==> src/rtl/instruction_fetch.sv <==
// Instruction fetch unit: walks the program counter through a synchronous
// instruction ROM and presents each decoded word to the decoder with a
// valid/ready handshake. Branches are taken at the handshake, and a halt
// opcode parks the unit until the next reset.
module instruction_fetch #(
    parameter int         ADDR_WIDTH  = 8,
    parameter logic [4:0] HALT_OPCODE = 5'b11111
) (
    input  logic                  ClockInput,
    input  logic                  ResetInput,
    input  logic                  RunInput,
    output logic [ADDR_WIDTH-1:0] MemAddressOutput,
    output logic                  MemReadEnableOutput,
    input  logic [21:0]           MemDataInput,
    output logic [4:0]            OpecodeOutput,
    output logic                  AddressingModeOutput,
    output logic [15:0]           OperandOutput,
    output logic                  ValidOutput,
    input  logic                  ReadyInput,
    input  logic                  JumpFlagInput,
    input  logic [ADDR_WIDTH-1:0] JumpAddressInput,
    output logic [ADDR_WIDTH-1:0] PcOutput,
    output logic                  HaltOutput
);

    typedef enum logic [2:0] {
        IDLE    = 3'd0,
        FETCH   = 3'd1,
        LOAD    = 3'd2,
        PRESENT = 3'd3,
        HALTED  = 3'd4
    } state_t;

    localparam logic [ADDR_WIDTH-1:0] PC_ONE = {{(ADDR_WIDTH-1){1'b0}}, 1'b1};

    state_t                  state_q, state_d;
    logic [ADDR_WIDTH-1:0]   pc_q, pc_d;
    logic [4:0]              opcode_q, opcode_d;
    logic                    mode_q, mode_d;
    logic [15:0]             operand_q, operand_d;

    // State, PC and decoder-field registers; reset discards any in-flight word.
    always_ff @(posedge ClockInput or negedge ResetInput) begin
        if (!ResetInput) begin
            state_q   <= IDLE;
            pc_q      <= '0;
            opcode_q  <= '0;
            mode_q    <= 1'b0;
            operand_q <= '0;
        end else begin
            state_q   <= state_d;
            pc_q      <= pc_d;
            opcode_q  <= opcode_d;
            mode_q    <= mode_d;
            operand_q <= operand_d;
        end
    end

    // Next-state logic: the ROM word arrives during LOAD, branch/halt decided at the handshake.
    always_comb begin
        state_d   = state_q;
        pc_d      = pc_q;
        opcode_d  = opcode_q;
        mode_d    = mode_q;
        operand_d = operand_q;
        case (state_q)
            IDLE: begin
                if (RunInput) state_d = FETCH;
            end
            FETCH: begin
                state_d = LOAD;
            end
            LOAD: begin
                opcode_d  = MemDataInput[21:17];
                mode_d    = MemDataInput[16];
                operand_d = MemDataInput[15:0];
                pc_d      = pc_q + PC_ONE;
                state_d   = PRESENT;
            end
            PRESENT: begin
                if (ReadyInput) begin
                    if (opcode_q == HALT_OPCODE) begin
                        // A halt wins over any branch offered in the same cycle.
                        state_d = HALTED;
                    end else begin
                        if (JumpFlagInput) pc_d = JumpAddressInput;
                        state_d = RunInput ? FETCH : IDLE;
                    end
                end
            end
            HALTED: begin
                state_d = HALTED;
            end
            default: begin
                state_d = IDLE;
            end
        endcase
    end

    // Outputs are decoded straight from state so reset clears them without a clock edge.
    assign MemReadEnableOutput  = (state_q == FETCH);
    assign ValidOutput          = (state_q == PRESENT);
    assign HaltOutput           = (state_q == HALTED);
    assign MemAddressOutput     = pc_q;
    assign PcOutput             = pc_q;
    assign OpecodeOutput        = opcode_q;
    assign AddressingModeOutput = mode_q;
    assign OperandOutput        = operand_q;

endmodule

==> config.mk <==
export PLATFORM = sky130hd
export DESIGN_NAME = instruction_fetch
export DESIGN_NICKNAME = d
export VERILOG_FILES = /design/src/rtl/instruction_fetch.sv
export SDC_FILE = /design/constraint.sdc
export NUM_CORES = 1
export LEC_CHECK = 0
export ABC_AREA = 1
export CORE_MARGIN = 4
export CORE_UTILIZATION = 35
export CTS_BUF_LIST = sky130_fd_sc_hd__clkbuf_4 sky130_fd_sc_hd__clkbuf_8
export CTS_CLUSTER_SIZE = 14
export DETAILED_ROUTE_END_ITERATION = 12
export PLACE_DENSITY = 0.72
export SLEW_MARGIN = 40
export SYNTH_ARGS = -nofsm -noshare
export SYNTH_HDL_FRONTEND = slang
export SYNTH_SLANG_ARGS = --single-unit
==> constraint.sdc <==
create_clock -name ClockInput -period 1.6 [get_ports ClockInput]
set_input_delay 0.4 -clock ClockInput [delete_from_list [all_inputs] [get_ports ClockInput]]
set_output_delay 0.4 -clock ClockInput [all_outputs]
set_load 0.02 [all_outputs]
# Word-level counts from Yosys, hierarchy flattened
# Cells that the tools add are included.
op_classes:
  mux: 9
  n_reduce_logical: 4
  n_eq_ne: 9
  n_addsub: 1
ops:
  columns: ["cell", "count"]
  rows:
  - ["2-to-1 mux 8 bit", 3]
  - ["one-hot mux 8 bit (2 select lines)", 1]
  - ["one-hot mux 3 bit (5 select lines)", 1]
  - ["2-to-1 mux 3 bit", 3]
  - ["adder 8 x 1 -> 8 bit (second input constant)", 1]
  - ["== test 3 x 2 -> 1 bit (second input constant)", 2]
  - ["== test 5 bit (second input constant)", 1]
  - ["!= test 2 x 1 -> 1 bit (second input constant)", 2]
  - ["!= test 2 bit (second input constant)", 2]
  - ["AND reduction 4 bit", 1]
  - ["== test 3 x 1 -> 1 bit (second input constant)", 1]
  - ["== test 3 bit (second input constant)", 1]
  - ["zero test 3 bit", 1]
  - ["AND reduction 2 bit", 1]
  - ["nonzero test 2 bit", 1]
  - ["2-to-1 mux 1 bit", 1]
word_totals:
  reg_bits: 33
  wordCells: 28

# Longest topological paths before layout
depth:
  ltp_word: 4
  mapped_depth: 9

# Worst setup path after synthesis
# OpenSTA, ideal clock, no wires.
synth_timing:
  path_type: "register to output"
  startpoint: "register state_q[1]"
  endpoint: "output port MemReadEnableOutput"
  arrival_ps: 947
  slack_ps: 253
  stages_incl_launch_ff: 2
  path_cell_list: "dfrtp_1 nor3_1"
synth_via:
  elab_chain_cells: 1
synth_rtl:
  columns: ["element", "line_no", "text"]
  rows:
  - ["start: declaration", "36", "state_t state_q, state_d;"]
  - ["start signal: assignment", "51", "state_q <= state_d;"]
  - ["== test 3 x 1 -> 1 bit", "101", "assign MemReadEnableOutput = (state_q == FETCH);"]
  - ["end: declaration", "13", "output logic MemReadEnableOutput,"]
# Every way passes these cells.

# Worst setup path after layout
layout_timing:
  startpoint: "register state_q[0]"
  endpoint: "output port HaltOutput"
layout_via:
  elab_chain_cells: 1
layout_rtl:
  columns: ["element", "line_no", "text"]
  rows:
  - ["== test 3 bit", "103", "assign HaltOutput = (state_q == HALTED);"]
  - ["end: declaration", "23", "output logic HaltOutput"]
# Every way passes these cells.

==> out/qor.tcl <==
set qor(timing_max_transition_violations_final) 0
set qor(cts.htree.levels) 2
set qor(final_cell_area_um2) 2620
set qor(io_buffers) 75
set qor(firstDrtPassIters) 4
set qor(mappedNetlistNets) 209
set qor(synth_most_common_cell) {sky130_fd_sc_hd__nand2_1}
set qor(pwr-share-clk_pct) 14.8
set qor(final_layout_size_suffix_gt1_share_pct) 21.8
set qor(wire_length_of_the_first_global_routing_pass_mm) 6.80
set qor(mappedNetlistArea_um2) 1720
set qor(via_density_per_instance) 4.44
set qor(dpl_cell_area_um2) 2540
set qor(routed_len_inst_um) 12.6
set qor(power_density_nw_per_um2) 2120
set qor(netlist_top_cells_count) {46 x sky130_fd_sc_hd__nand2_1, 33 x sky130_fd_sc_hd__dfrtp_1, 16 x sky130_fd_sc_hd__mux2_4, 12 x sky130_fd_sc_hd__inv_1, 12 x sky130_fd_sc_hd__nand3_1}
set qor(timing_worst_setup_path_type) {reg -> out}
set qor(final.period_utilization_pct) 96.4
set qor(num_io_pins) 76
set qor(avgSynthCellArea_um2) 9.94
set qor(irDropWorstVdd_mv) 0.978
set qor(grt_max_degree) 27
set qor(drt.antenna.violating_nets) 0
set qor(fp.dieArea_um2) 6100
set qor(intPower_w) 0.00327
set qor(globalRoute.totalOverflow) 0
set qor(tightest_slew_ns) 0.420
set qor(switching_power_w) 0.00231
set qor(achievable_frequency_mhz) 648
set qor(netSwitchingFraction_pct) 41.4
set qor(synth_largest_area_cell) {sky130_fd_sc_hd__dfrtp_1}
set qor(timing.reg2reg.setup_slack_ns) 0.12
set qor(static-leakage-power_nw) 1.33
set qor(routed-via-count) 1438
set qor(critPathCapture) {HaltOutput}
set qor(cts_buffer_depth) 2
set qor(finalWeightedCongestion) 0.804
set qor(fin_hold_ws_ns) 0.0429
set qor(antenna-diode-count) 0
set qor(first_global_vias) 1500
set qor(die_w_um) 78.1
set qor(clkLatencyLatePin_ns) 0.28
set qor(worst_setup_path_startpoint) {state_q[0]}
set qor(synth_sequential_area_ratio_pct) 48.0
set qor(layout.nets) 292
set qor(synth.distinct_cells) 25
set qor(tritoncts.num_buffers) 5
set qor(endpoint_of_the_worst_register_to_register_path) {MemAddressOutput[5]}
set qor(power.sequential.fraction_pct) 27.6
set qor(drt_wl_total_mm) 4.09
set qor(synth-seq-cells) 33
set qor(worstSetupEndpointType) {primary output}
set qor(number_of_synthesized_flops_with_an_enable_pin) 0
set qor(dp_hpwl_mm) 3.05
set qor(clock_sink_count) 33
set qor(post_route_drc) 0
set qor(async_flop_share_pct) 100
set qor(setup.worst_path.start_class) {register}
set qor(synth-warning-count) 0
set qor(synth_top_flop_cell) {sky130_fd_sc_hd__dfrtp_1}
set qor(post-route-util_pct) 55.2
set qor(core_region_area_um2) 4750
set qor(placed_cells_incl_taps) 314
set qor(outcome) {finished clean}
set qor(fin_total_pwr_w) 0.00557
set qor(std_cell_rows) 25
set qor(grt_antenna_before_repair) 0
set qor(finalNonFillerCells) 324
set qor(grt_resource_usage_total_pct) 14.0
set qor(cts_hold_buf) 0
set qor(power_frac_comb_pct) 57.6
set qor(timing.slew.headroom_pct) 72.0
set qor(setup_violations) 0
set qor(detailedRoute.firstIterationViolations) 53
set qor(number_of_maximum_capacitance_constraint_violations) 0
set qor(syn-instance-count) 173
set qor(die_height_um) 78.1
set qor(clk_pin_slew_worst_paths_ns) 0.07
set qor(tritoncts) {yes}
set qor(period_minus_slack_ns) 1.54
set qor(biggest_area_contributors_in_the_synthesized_netlist) {sky130_fd_sc_hd__dfrtp_1 48%, sky130_fd_sc_hd__mux2_4 14%, sky130_fd_sc_hd__nand2_1 10%}
set qor(final_hold_viol_count) 0
set qor(initial_core_util_pct) 36.2
set qor(critical_path_arrival_ns) 1.14
set qor(min_path_type) {in -> async}
set qor(finalClockSkew_ns) 0.00594
set qor(clk_root_buffer_cell) {sky130_fd_sc_hd__clkbuf_8}
set qor(critPathMaxFanout) 4
set qor(rr_worst_depth) 8
set qor(critical_path.reg2reg.startpoint) {state_q[2]}
set qor(cp.required_ns) 1.20
set qor(area_growth_pct) 52.6
set qor(synth.top_cell.area_share_pct) 48.0
==> worst max-delay path, stage by stage, from the launching register on <==
cell and delay [ns]:
sky130_fd_sc_hd__dfrtp_1 0.39, sky130_fd_sc_hd__inv_2 0.08, sky130_fd_sc_hd__nand2_1 0.09, sky130_fd_sc_hd__nor2_2 0.17
sky130_fd_sc_hd__buf_6 0.14
==> repair_timing <==
action	4_1_cts	5_1_grt
buffers inserted	0	1
cloned	0	1
pin swaps	0	2
resized for setup	50	4
setup endpoints to repair	41	4
==> sequential cells by signal, summed over array words and instances (netlist names) <==
| name | cells |
|---|---|
| AddressingModeOutput | 1 |
| MemAddressOutput | 8 |
| OpecodeOutput | 5 |
| OperandOutput | 16 |
| state_q | 3 |
==> how the worst min path moves through the flow <==
stage	startpoint	endpoint	slack, ns	cells after the start
floorplan	ResetInput	AddressingModeOutput	0.10	0
global placement	ResetInput	MemAddressOutput[3]	0.36	1
detailed placement	ResetInput	MemAddressOutput[3]	0.37	1
CTS	ResetInput	MemAddressOutput[3]	0.05	1
global route	ResetInput	MemAddressOutput[3]	0.06	1
finish	ResetInput	MemAddressOutput[3]	0.04	1
==> cell families (layout without fill, tap and decap cells) <==
kind of cell,after synthesis,after routing,synth area share [%]
mux,21,21,17.2
flops,33,33,48.0
buf+inv,27,110,9.68
fa+ha+maj,1,1,0.728
simple gates,81,82,21.3
compound gates,10,10,2.98
==> final cells by class <==
class                           count  area (µm²)
Tap cell                           67        83.8
Clock buffer                        7        90.1
Sequential cell                    33         826
Clock inverter                      1        30.0
Multi-Input combinational cell    114         741
Fill cell                         451        2130
Timing Repair Buffer               87         792
Inverter                           15        61.3
==> per-layer routing <==
| metal | GRT usage [%] | vias up | wire length, µm |
|---|---|---|---|
| li1 | - | 715 | - |
| met3 | 4.82 | 6 | 281 |
| met5 | 0 | - | 0 |
| met1 | 16.6 | 671 | 1700 |
| met2 | 24.1 | 46 | 2050 |
| met4 | 3.67 | 0 | 46 |
==> cells in the final DEF, fill, tap and decap left out, types with 2 or more instances in the layout <==
cell type / n
sky130_fd_sc_hd__nor3_1: 3
sky130_fd_sc_hd__dlygate4sd2_1: 38
sky130_fd_sc_hd__nand3b_1: 2
sky130_fd_sc_hd__inv_2: 2
sky130_fd_sc_hd__o21ai_0: 4
sky130_fd_sc_hd__or2_2: 2
sky130_fd_sc_hd__a21oi_1: 2
sky130_fd_sc_hd__nor2_1: 10
sky130_fd_sc_hd__nor2_2: 2
sky130_fd_sc_hd__clkbuf_8: 6
sky130_fd_sc_hd__nand2_1: 46
sky130_fd_sc_hd__nand2_4: 2
sky130_fd_sc_hd__buf_4: 11
sky130_fd_sc_hd__buf_2: 3
sky130_fd_sc_hd__clkdlybuf4s50_1: 33
sky130_fd_sc_hd__nand3_1: 12
sky130_fd_sc_hd__mux2_2: 5
sky130_fd_sc_hd__inv_1: 12
sky130_fd_sc_hd__dfrtp_1: 33
sky130_fd_sc_hd__mux2_4: 16
sky130_fd_sc_hd__o21ai_1: 3
==> stage by stage <==
step | TNS (ns) | setup WS (ns)
2_1_floorplan | 0 | 0.253
3_3_place_gp | -0.180 | -0.0887
3_5_place_dp | -0.197 | -0.0893
4_1_cts | 0 | 0.00774
5_1_grt | -0.0211 | -0.0211
6_report | 0 | 0.0577
==> power groups by stage <==
stage | logic (W) | registers [W] | clock network, W
floorplan | 0.00176 | 0.00203 | 0
global placement | 0.00349 | 0.00156 | 0
detailed placement | 0.00353 | 0.00157 | 0
CTS | 0.00319 | 0.00155 | 0.000860
global route | 0.00350 | 0.00161 | 0.000899
finish | 0.00321 | 0.00154 | 0.000825
Power figures use the tool's default switching activity.
